[config.mk]
export PLATFORM = sky130hd
export DESIGN_NAME = control_unit_flat
export DESIGN_NICKNAME = d
export VERILOG_FILES = /design/src/rtl/control_unit_pkg.sv /design/src/rtl/control_unit_if.sv /design/src/rtl/control_unit_select_encode.sv /design/src/rtl/control_unit.sv /design/src/flat_wrapper.sv
export SDC_FILE = /design/constraint.sdc
export NUM_CORES = 1
export LEC_CHECK = 0
export ABC_AREA = 1
export CAP_MARGIN = 10
export CORE_ASPECT_RATIO = 1.5
export CORE_MARGIN = 3
export CORE_UTILIZATION = 42
export CTS_CLUSTER_SIZE = 28
export DETAILED_ROUTE_END_ITERATION = 8
export GPL_ROUTABILITY_DRIVEN = 1
export MAX_ROUTING_LAYER = met4
export PLACE_DENSITY = 0.87
export SLEW_MARGIN = 10
export SYNTH_ARGS = -nofsm -noshare
export SYNTH_HDL_FRONTEND = slang
export SYNTH_SLANG_ARGS = --single-unit
[constraint.sdc]
create_clock -name Clock -period 7.48 [get_ports Clock]
set_clock_uncertainty 0.1 [all_clocks]
set_input_delay 1.496 -clock Clock [delete_from_list [all_inputs] [get_ports Clock]]
set_output_delay 1.496 -clock Clock [all_outputs]
set_load 0.01 [all_outputs]
[src/rtl/control_unit_pkg.sv]
// Shared definitions for the hardwired control sequencer: opcodes, ALU codes,
// sequencer states and the instruction-class decode used by the FSM.
package cpu_pkg;

    localparam logic [4:0] OP_LD   = 5'b00000;
    localparam logic [4:0] OP_ST   = 5'b00010;
    localparam logic [4:0] OP_ADD  = 5'b00011;
    localparam logic [4:0] OP_SUB  = 5'b00100;
    localparam logic [4:0] OP_AND  = 5'b00101;
    localparam logic [4:0] OP_OR   = 5'b00110;
    localparam logic [4:0] OP_SHR  = 5'b00111;
    localparam logic [4:0] OP_SHL  = 5'b01000;
    localparam logic [4:0] OP_ADDI = 5'b01001;
    localparam logic [4:0] OP_ANDI = 5'b01010;
    localparam logic [4:0] OP_ORI  = 5'b01011;
    localparam logic [4:0] OP_MUL  = 5'b01100;
    localparam logic [4:0] OP_DIV  = 5'b01101;
    localparam logic [4:0] OP_MFHI = 5'b10110;
    localparam logic [4:0] OP_MFLO = 5'b10111;
    localparam logic [4:0] OP_NOP  = 5'b11000;
    localparam logic [4:0] OP_HALT = 5'b11001;

    localparam logic [3:0] ALU_ADD = 4'b0000;
    localparam logic [3:0] ALU_SUB = 4'b0001;
    localparam logic [3:0] ALU_AND = 4'b0010;
    localparam logic [3:0] ALU_OR  = 4'b0011;
    localparam logic [3:0] ALU_SHR = 4'b0100;
    localparam logic [3:0] ALU_SHL = 4'b0101;
    localparam logic [3:0] ALU_MUL = 4'b0110;
    localparam logic [3:0] ALU_DIV = 4'b0111;

    typedef enum logic [3:0] {
        RST, T0, T1, T2, T3, T4, T5, T6, T7, HALT
    } state_t;

    typedef enum logic [2:0] {
        IC_ALU, IC_IMM, IC_MULDIV, IC_LD, IC_ST, IC_MOVE, IC_NOP, IC_HALT
    } iclass_t;

    function automatic iclass_t decode_class(input logic [4:0] op);
        case (op)
            OP_ADD, OP_SUB, OP_AND, OP_OR, OP_SHR, OP_SHL: return IC_ALU;
            OP_ADDI, OP_ANDI, OP_ORI:                      return IC_IMM;
            OP_MUL, OP_DIV:                                return IC_MULDIV;
            OP_LD:                                         return IC_LD;
            OP_ST:                                         return IC_ST;
            OP_MFHI, OP_MFLO:                              return IC_MOVE;
            OP_HALT:                                       return IC_HALT;
            default:                                       return IC_NOP;
        endcase
    endfunction

    function automatic logic [3:0] alu_code(input logic [4:0] op);
        case (op)
            OP_SUB:          return ALU_SUB;
            OP_AND, OP_ANDI: return ALU_AND;
            OP_OR, OP_ORI:   return ALU_OR;
            OP_SHR:          return ALU_SHR;
            OP_SHL:          return ALU_SHL;
            OP_MUL:          return ALU_MUL;
            OP_DIV:          return ALU_DIV;
            default:         return ALU_ADD;
        endcase
    endfunction

endpackage

[src/rtl/control_unit_if.sv]
// Strobe bundle between the control sequencer (master) and the CPU datapath (slave).
interface control_unit_if;
    logic [31:0] IR;
    logic        Stop;
    logic        Run;
    logic        PCout, Zlowout, Zhighout, HIout, LOout, MDRout, In_Portout, Cout;
    logic        MARin, PCin, MDRin, IRin, Yin, HIin, LOin, Zin_low, Zin_high;
    logic        IncPC, Read, Write;
    logic [3:0]  operation;
    logic [15:0] Rin_vec;
    logic [15:0] Rout_vec;

    modport master (
        input  IR, Stop,
        output Run, PCout, Zlowout, Zhighout, HIout, LOout, MDRout, In_Portout, Cout,
        output MARin, PCin, MDRin, IRin, Yin, HIin, LOin, Zin_low, Zin_high,
        output IncPC, Read, Write, operation, Rin_vec, Rout_vec
    );

    modport slave (
        output IR, Stop,
        input  Run, PCout, Zlowout, Zhighout, HIout, LOout, MDRout, In_Portout, Cout,
        input  MARin, PCin, MDRin, IRin, Yin, HIin, LOin, Zin_low, Zin_high,
        input  IncPC, Read, Write, operation, Rin_vec, Rout_vec
    );
endinterface

[src/rtl/control_unit_select_encode.sv]
// General-register select/encode: picks ra/rb/rc from IR and turns the
// Rin/Rout/BAout strobes into one-hot register enables.
module select_encode (
    input  logic [11:0] ir_regs,
    input  logic        gra,
    input  logic        grb,
    input  logic        grc,
    input  logic        rin,
    input  logic        rout,
    input  logic        baout,
    output logic [15:0] rin_vec,
    output logic [15:0] rout_vec
);
    logic [3:0]  index;
    logic [15:0] onehot;

    always_comb begin
        index = 4'd0;
        if (gra)
            index = ir_regs[11:8];
        else if (grb)
            index = ir_regs[7:4];
        else if (grc)
            index = ir_regs[3:0];
    end

    assign onehot  = 16'h0001 << index;
    assign rin_vec = rin ? onehot : 16'h0000;

    // Base-address reads of R0 must put zero on the bus, not R0's contents.
    assign rout_vec = (rout || (baout && (index != 4'd0))) ? onehot : 16'h0000;

endmodule

[src/rtl/control_unit.sv]
// Hardwired multi-cycle control sequencer: fetch T0-T2, execute T3-T7 decoded
// from the IR opcode; drives every datapath strobe as a Moore function of state/IR.
//
// state | meaning
// RST   | held in reset, every output low
// T0    | PC to MAR, PC+1 into Z
// T1    | Z to PC, memory read into MDR
// T2    | MDR to IR
// T3-T7 | execute steps, length depends on opcode class
// HALT  | stopped, only clear leaves
module control_unit
    import cpu_pkg::*;
(
    input  logic           Clock,
    input  logic           clear,
    control_unit_if.master cu
);
    state_t  state, state_nxt;
    iclass_t icls;
    logic    instr_last;
    logic    gra, grb, grc, rin, rout, baout;
    logic    unused_ir;

    assign icls      = decode_class(cu.IR[31:27]);
    assign unused_ir = ^cu.IR[14:0];

    always_ff @(posedge Clock) begin
        if (clear)
            state <= RST;
        else
            state <= state_nxt;
    end

    always_comb begin
        instr_last = 1'b0;
        case (state)
            T3:      instr_last = (icls == IC_MOVE) || (icls == IC_NOP);
            T5:      instr_last = (icls == IC_ALU) || (icls == IC_IMM);
            T6:      instr_last = (icls == IC_MULDIV);
            T7:      instr_last = 1'b1;
            default: instr_last = 1'b0;
        endcase
    end

    always_comb begin
        state_nxt = state;
        case (state)
            RST:     state_nxt = T0;
            T0:      state_nxt = T1;
            T1:      state_nxt = T2;
            T2:      state_nxt = T3;
            T3:      state_nxt = (icls == IC_HALT) ? HALT : T4;
            T4:      state_nxt = T5;
            T5:      state_nxt = T6;
            T6:      state_nxt = T7;
            T7:      state_nxt = T0;
            HALT:    state_nxt = HALT;
            default: state_nxt = RST;
        endcase
        if (instr_last)
            state_nxt = cu.Stop ? HALT : T0;
    end

    always_comb begin
        cu.Run        = (state != RST) && (state != HALT);
        cu.PCout      = 1'b0;
        cu.Zlowout    = 1'b0;
        cu.Zhighout   = 1'b0;
        cu.HIout      = 1'b0;
        cu.LOout      = 1'b0;
        cu.MDRout     = 1'b0;
        cu.In_Portout = 1'b0;
        cu.Cout       = 1'b0;
        cu.MARin      = 1'b0;
        cu.PCin       = 1'b0;
        cu.MDRin      = 1'b0;
        cu.IRin       = 1'b0;
        cu.Yin        = 1'b0;
        cu.HIin       = 1'b0;
        cu.LOin       = 1'b0;
        cu.Zin_low    = 1'b0;
        cu.Zin_high   = 1'b0;
        cu.IncPC      = 1'b0;
        cu.Read       = 1'b0;
        cu.Write      = 1'b0;
        cu.operation  = ALU_ADD;
        gra           = 1'b0;
        grb           = 1'b0;
        grc           = 1'b0;
        rin           = 1'b0;
        rout          = 1'b0;
        baout         = 1'b0;

        case (state)
            T0: begin
                cu.PCout   = 1'b1;
                cu.MARin   = 1'b1;
                cu.IncPC   = 1'b1;
                cu.Zin_low = 1'b1;
            end
            T1: begin
                cu.Zlowout = 1'b1;
                cu.PCin    = 1'b1;
                cu.Read    = 1'b1;
                cu.MDRin   = 1'b1;
            end
            T2: begin
                cu.MDRout = 1'b1;
                cu.IRin   = 1'b1;
            end
            T3: begin
                case (icls)
                    IC_ALU, IC_IMM: begin grb = 1'b1; rout = 1'b1; cu.Yin = 1'b1; end
                    IC_MULDIV:      begin gra = 1'b1; rout = 1'b1; cu.Yin = 1'b1; end
                    IC_LD, IC_ST:   begin grb = 1'b1; baout = 1'b1; cu.Yin = 1'b1; end
                    IC_MOVE: begin
                        cu.HIout = (cu.IR[31:27] == OP_MFHI);
                        cu.LOout = (cu.IR[31:27] == OP_MFLO);
                        gra      = 1'b1;
                        rin      = 1'b1;
                    end
                    default: ;
                endcase
            end
            T4: begin
                case (icls)
                    IC_ALU: begin
                        grc          = 1'b1;
                        rout         = 1'b1;
                        cu.operation = alu_code(cu.IR[31:27]);
                        cu.Zin_low   = 1'b1;
                    end
                    IC_IMM: begin
                        cu.Cout      = 1'b1;
                        cu.operation = alu_code(cu.IR[31:27]);
                        cu.Zin_low   = 1'b1;
                    end
                    IC_MULDIV: begin
                        grb          = 1'b1;
                        rout         = 1'b1;
                        cu.operation = alu_code(cu.IR[31:27]);
                        cu.Zin_low   = 1'b1;
                        cu.Zin_high  = 1'b1;
                    end
                    IC_LD, IC_ST: begin cu.Cout = 1'b1; cu.Zin_low = 1'b1; end
                    default: ;
                endcase
            end
            T5: begin
                case (icls)
                    IC_ALU, IC_IMM: begin cu.Zlowout = 1'b1; gra = 1'b1; rin = 1'b1; end
                    IC_MULDIV:      begin cu.Zlowout = 1'b1; cu.LOin = 1'b1; end
                    IC_LD, IC_ST:   begin cu.Zlowout = 1'b1; cu.MARin = 1'b1; end
                    default: ;
                endcase
            end
            T6: begin
                case (icls)
                    IC_MULDIV: begin cu.Zhighout = 1'b1; cu.HIin = 1'b1; end
                    IC_LD:     begin cu.Read = 1'b1; cu.MDRin = 1'b1; end
                    IC_ST:     begin gra = 1'b1; rout = 1'b1; cu.MDRin = 1'b1; end
                    default: ;
                endcase
            end
            T7: begin
                case (icls)
                    IC_LD:   begin cu.MDRout = 1'b1; gra = 1'b1; rin = 1'b1; end
                    IC_ST:   cu.Write = 1'b1;
                    default: ;
                endcase
            end
            default: ;
        endcase
    end

    select_encode u_select_encode (
        .ir_regs  (cu.IR[26:15]),
        .gra      (gra),
        .grb      (grb),
        .grc      (grc),
        .rin      (rin),
        .rout     (rout),
        .baout    (baout),
        .rin_vec  (cu.Rin_vec),
        .rout_vec (cu.Rout_vec)
    );

endmodule

[src/flat_wrapper.sv]
// flat-port wrapper written by rule: the top's interface ports become plain ports
module control_unit_flat import cpu_pkg::*;
  (Clock, clear, cu_IR, cu_Stop, cu_Run, cu_PCout, cu_Zlowout, cu_Zhighout, cu_HIout, cu_LOout, cu_MDRout, cu_In_Portout, cu_Cout, cu_MARin, cu_PCin, cu_MDRin, cu_IRin, cu_Yin, cu_HIin, cu_LOin, cu_Zin_low, cu_Zin_high, cu_IncPC, cu_Read, cu_Write, cu_operation, cu_Rin_vec, cu_Rout_vec);
  control_unit_if cu_i ();
  input  logic Clock;
  input  logic clear;
  input wire logic [$bits(cu_i.IR)-1:0] cu_IR;
  input wire logic [$bits(cu_i.Stop)-1:0] cu_Stop;
  output wire logic [$bits(cu_i.Run)-1:0] cu_Run;
  output wire logic [$bits(cu_i.PCout)-1:0] cu_PCout;
  output wire logic [$bits(cu_i.Zlowout)-1:0] cu_Zlowout;
  output wire logic [$bits(cu_i.Zhighout)-1:0] cu_Zhighout;
  output wire logic [$bits(cu_i.HIout)-1:0] cu_HIout;
  output wire logic [$bits(cu_i.LOout)-1:0] cu_LOout;
  output wire logic [$bits(cu_i.MDRout)-1:0] cu_MDRout;
  output wire logic [$bits(cu_i.In_Portout)-1:0] cu_In_Portout;
  output wire logic [$bits(cu_i.Cout)-1:0] cu_Cout;
  output wire logic [$bits(cu_i.MARin)-1:0] cu_MARin;
  output wire logic [$bits(cu_i.PCin)-1:0] cu_PCin;
  output wire logic [$bits(cu_i.MDRin)-1:0] cu_MDRin;
  output wire logic [$bits(cu_i.IRin)-1:0] cu_IRin;
  output wire logic [$bits(cu_i.Yin)-1:0] cu_Yin;
  output wire logic [$bits(cu_i.HIin)-1:0] cu_HIin;
  output wire logic [$bits(cu_i.LOin)-1:0] cu_LOin;
  output wire logic [$bits(cu_i.Zin_low)-1:0] cu_Zin_low;
  output wire logic [$bits(cu_i.Zin_high)-1:0] cu_Zin_high;
  output wire logic [$bits(cu_i.IncPC)-1:0] cu_IncPC;
  output wire logic [$bits(cu_i.Read)-1:0] cu_Read;
  output wire logic [$bits(cu_i.Write)-1:0] cu_Write;
  output wire logic [$bits(cu_i.operation)-1:0] cu_operation;
  output wire logic [$bits(cu_i.Rin_vec)-1:0] cu_Rin_vec;
  output wire logic [$bits(cu_i.Rout_vec)-1:0] cu_Rout_vec;
  assign cu_i.IR = cu_IR;
  assign cu_i.Stop = cu_Stop;
  assign cu_Run = cu_i.Run;
  assign cu_PCout = cu_i.PCout;
  assign cu_Zlowout = cu_i.Zlowout;
  assign cu_Zhighout = cu_i.Zhighout;
  assign cu_HIout = cu_i.HIout;
  assign cu_LOout = cu_i.LOout;
  assign cu_MDRout = cu_i.MDRout;
  assign cu_In_Portout = cu_i.In_Portout;
  assign cu_Cout = cu_i.Cout;
  assign cu_MARin = cu_i.MARin;
  assign cu_PCin = cu_i.PCin;
  assign cu_MDRin = cu_i.MDRin;
  assign cu_IRin = cu_i.IRin;
  assign cu_Yin = cu_i.Yin;
  assign cu_HIin = cu_i.HIin;
  assign cu_LOin = cu_i.LOin;
  assign cu_Zin_low = cu_i.Zin_low;
  assign cu_Zin_high = cu_i.Zin_high;
  assign cu_IncPC = cu_i.IncPC;
  assign cu_Read = cu_i.Read;
  assign cu_Write = cu_i.Write;
  assign cu_operation = cu_i.operation;
  assign cu_Rin_vec = cu_i.Rin_vec;
  assign cu_Rout_vec = cu_i.Rout_vec;
  control_unit u_core (.Clock(Clock), .clear(clear), .cu(cu_i));
endmodule
==> metrics.yaml <==
fin_tns_setup_ps: 0
gp_congestion: 0.838
io-pin-count: 92
timing.rr.start: "u_core.state[3]"
h-tree-depth: 1
placement.cell_area_sq_um: 2300
rows: 26
holdPathStages: 3
reg2reg_to: "u_core.state[2]"
yosys.area_share.xor_xnor_pct: 0
root_buffer: "clkbuf_8"
drt_wl_total_mm: 4.66
drcViolationCount: 0
path_cells: "clkdlybuf4s50_1 -> inv_1 -> ha_1 -> o21ai_0 -> nand2_2 -> nand2_2 -> nand3_2 -> o21ai_4 -> nor2_8 -> nand2_4 -> nand2_2 -> nand2_4 -> inv_1 -> nor2_1 -> nand2_1 -> a21oi_2 -> clkdlybuf4s50_1"
endpoint: "cu_Rout_vec[15]"
arrival_ps: 4670
syn_area_sq_um: 1560
cp-end-kind: "primary output"
p_leak_nw: 0.929
antenna_found_initial: 0
rr_worst_depth: 11
grt_pass1_wl_mm: 7.76
fin_util_pct: 67.3
io_buffers: 74
dpl_worst_slack_ps: 1210
cts_tree: "built"
top_register: "u_core.state"
cts.path.max_buffers: 2
powerDensity_nw_per_um2: 70.9
post_cts_buffers: 0
crit_required_ps: 5880
overflow: 0
setup_violations: 0
max_freq_mhz: 160
start_util_pct: 44.8
synthMuxAreaShare_pct: 0
rsz0062_at_grt: "false"
layout_commonest_cell: "clkdlybuf4s50_1"
core_area_sq_um: 3480
drive_gt1_share_pct: 22.4
synthSimpleGateAreaFrac_pct: 57.4
cp-startpoint: "cu_IR[28]"
path_max_fanout: 17
crit_path_frequent_cell: "nand2_2"
hold_buffers: 0
crit_type: "in2out"
syn_area_per_cell_sq_um: 6.47
synth_top_cell_area_share_pct: 8.67
area_growth_pct: 50.2
largest_reg_flops: 4
clk_pin_slew_ps: 30
start_kind: "primary input"
final_cell_mix: "74 x clkdlybuf4s50_1, 36 x nand2_1, 35 x nor2_1"
hpwlAfterDp_mm: 3.89
finalHoldViolCount: 0
rrSetupSlack_ps: 5590
ys.warnings.count: 0
outcome: "completed"
die_w_um: 55.7
final_antenna_net_count: 0
n_antenna_cell: 0
cts-resized-gates: 0
fin_crit_sh_pct: 83.7
clock_sinks: 4
synth_top_family_by_area: "simple AND/OR/NAND/NOR gates"
cp_slowest_cell: "clkdlybuf4s50_1"
first_global_vias: 1762
ys_seq_area_share_pct: 5.14
ir_worst_vdd_uv: 104
nFillCells: 310
ys_ff_latch: 4
cpPeakStageDelay_ps: 560
die_h_um: 80.6
nNetsFinal: 355
hp-class: "reg2reg"
grt_max_degree: 18
drt_iter0_markers: 64
firstDrtPassIters: 4
wl_per_cell_um: 13.2
whs_ps: 504
clock_latency_ps: 210
synth_compound_area_share_pct: 18.6
post-route-min-period_ps: 6260
track_usage_pct: 21.7
synth_area_leaders: "nand2_1 8.7%, nor2_1 8.4%, inv_1 6.7%"
reg_top3: "u_core.state (4)"
vias: 1865
synth_largest_area_cell: "nand2_1"
setup_slack_ps: 1220
final_max_slew_viol_count: 0
synth_fa_ha_area_share_pct: 4.82
die_area_sq_um: 4490
drv_cap: 0
fin_area_sq_um: 2340
netlist_instances: 241
cts_made_buffers: 3
viasPerCell: 5.27
yosysUniqueCellTypes: 39
## power by group
group          switching (W)  internal (W)
registers         0.00000215     0.0000234
clock network      0.0000101     0.0000342
logic              0.0000562     0.0000398
## area by class of cell
cell class / instances / area (sq um) / area share [%]
tap: 42 / 52.6 / 2.24
inverter: 41 / 159 / 6.79
timing repair buffer: 74 / 741 / 31.6
sequential: 4 / 80.1 / 3.42
clock buffer: 3 / 41.3 / 1.76
multi-input combinational: 190 / 1270 / 54.1
## cells in the mapped netlist, drive strengths merged
cell     count
nand4        5
a31oi        2
conb         1
dfxtp        4
o211ai       1
o21ai        8
o22ai        2
inv         41
nand3       24
a21oi       17
ha           6
buf          6
clkbuf       1
nor3         9
and2         1
a22oi        2
a311oi       1
nor4         1
nand2       56
nor2        45
or2          2
o2111ai      6
## worst min path at each step
stage                               start         endpoint  slack [ps]
after floorplan           u_core.state[1]  u_core.state[2]         440
after global placement    u_core.state[3]  u_core.state[1]         500
after detailed placement  u_core.state[3]  u_core.state[1]         500
after CTS                 u_core.state[3]  u_core.state[1]         510
after global routing      u_core.state[3]  u_core.state[1]         550
final                     u_core.state[3]  u_core.state[1]         500
## logic make-up (layout without fill, tap and decap cells)
family          Yosys count  after routing
flops                     4              4
fa+ha+maj                 6              6
other cells               1              2
buf+inv                  48            118
compound gates           39             39
simple gates            143            143
## worst max-delay path: cells and delay by family
kind / cells / cell delay [ps]
AO/OA/AOI/OAI: 3 / 520
adder cells (fa/ha/maj): 1 / 230
buffers and inverters: 4 / 1300
AND/OR/NAND/NOR: 9 / 1100
## routing by layer
metal  track usage (%)  part of all wire, %  vias to the layer above
li1                  -                    -                      927
met4              8.27                  2.4                        0
met3              3.54                  5.7                       12
met2              42.5                   55                       84
met5                 -                    0                        -
met1              20.9                   37                      842
## per-stage QoR
stage,instances,total power [W]
final,354,0.000166
after global placement,351,0.000119
after CTS,354,0.000167
after floorplan,242,0.0000857
after detailed placement,351,0.000121
after global routing,354,0.000177
No activity file was read; power rests on OpenSTA's default activity.
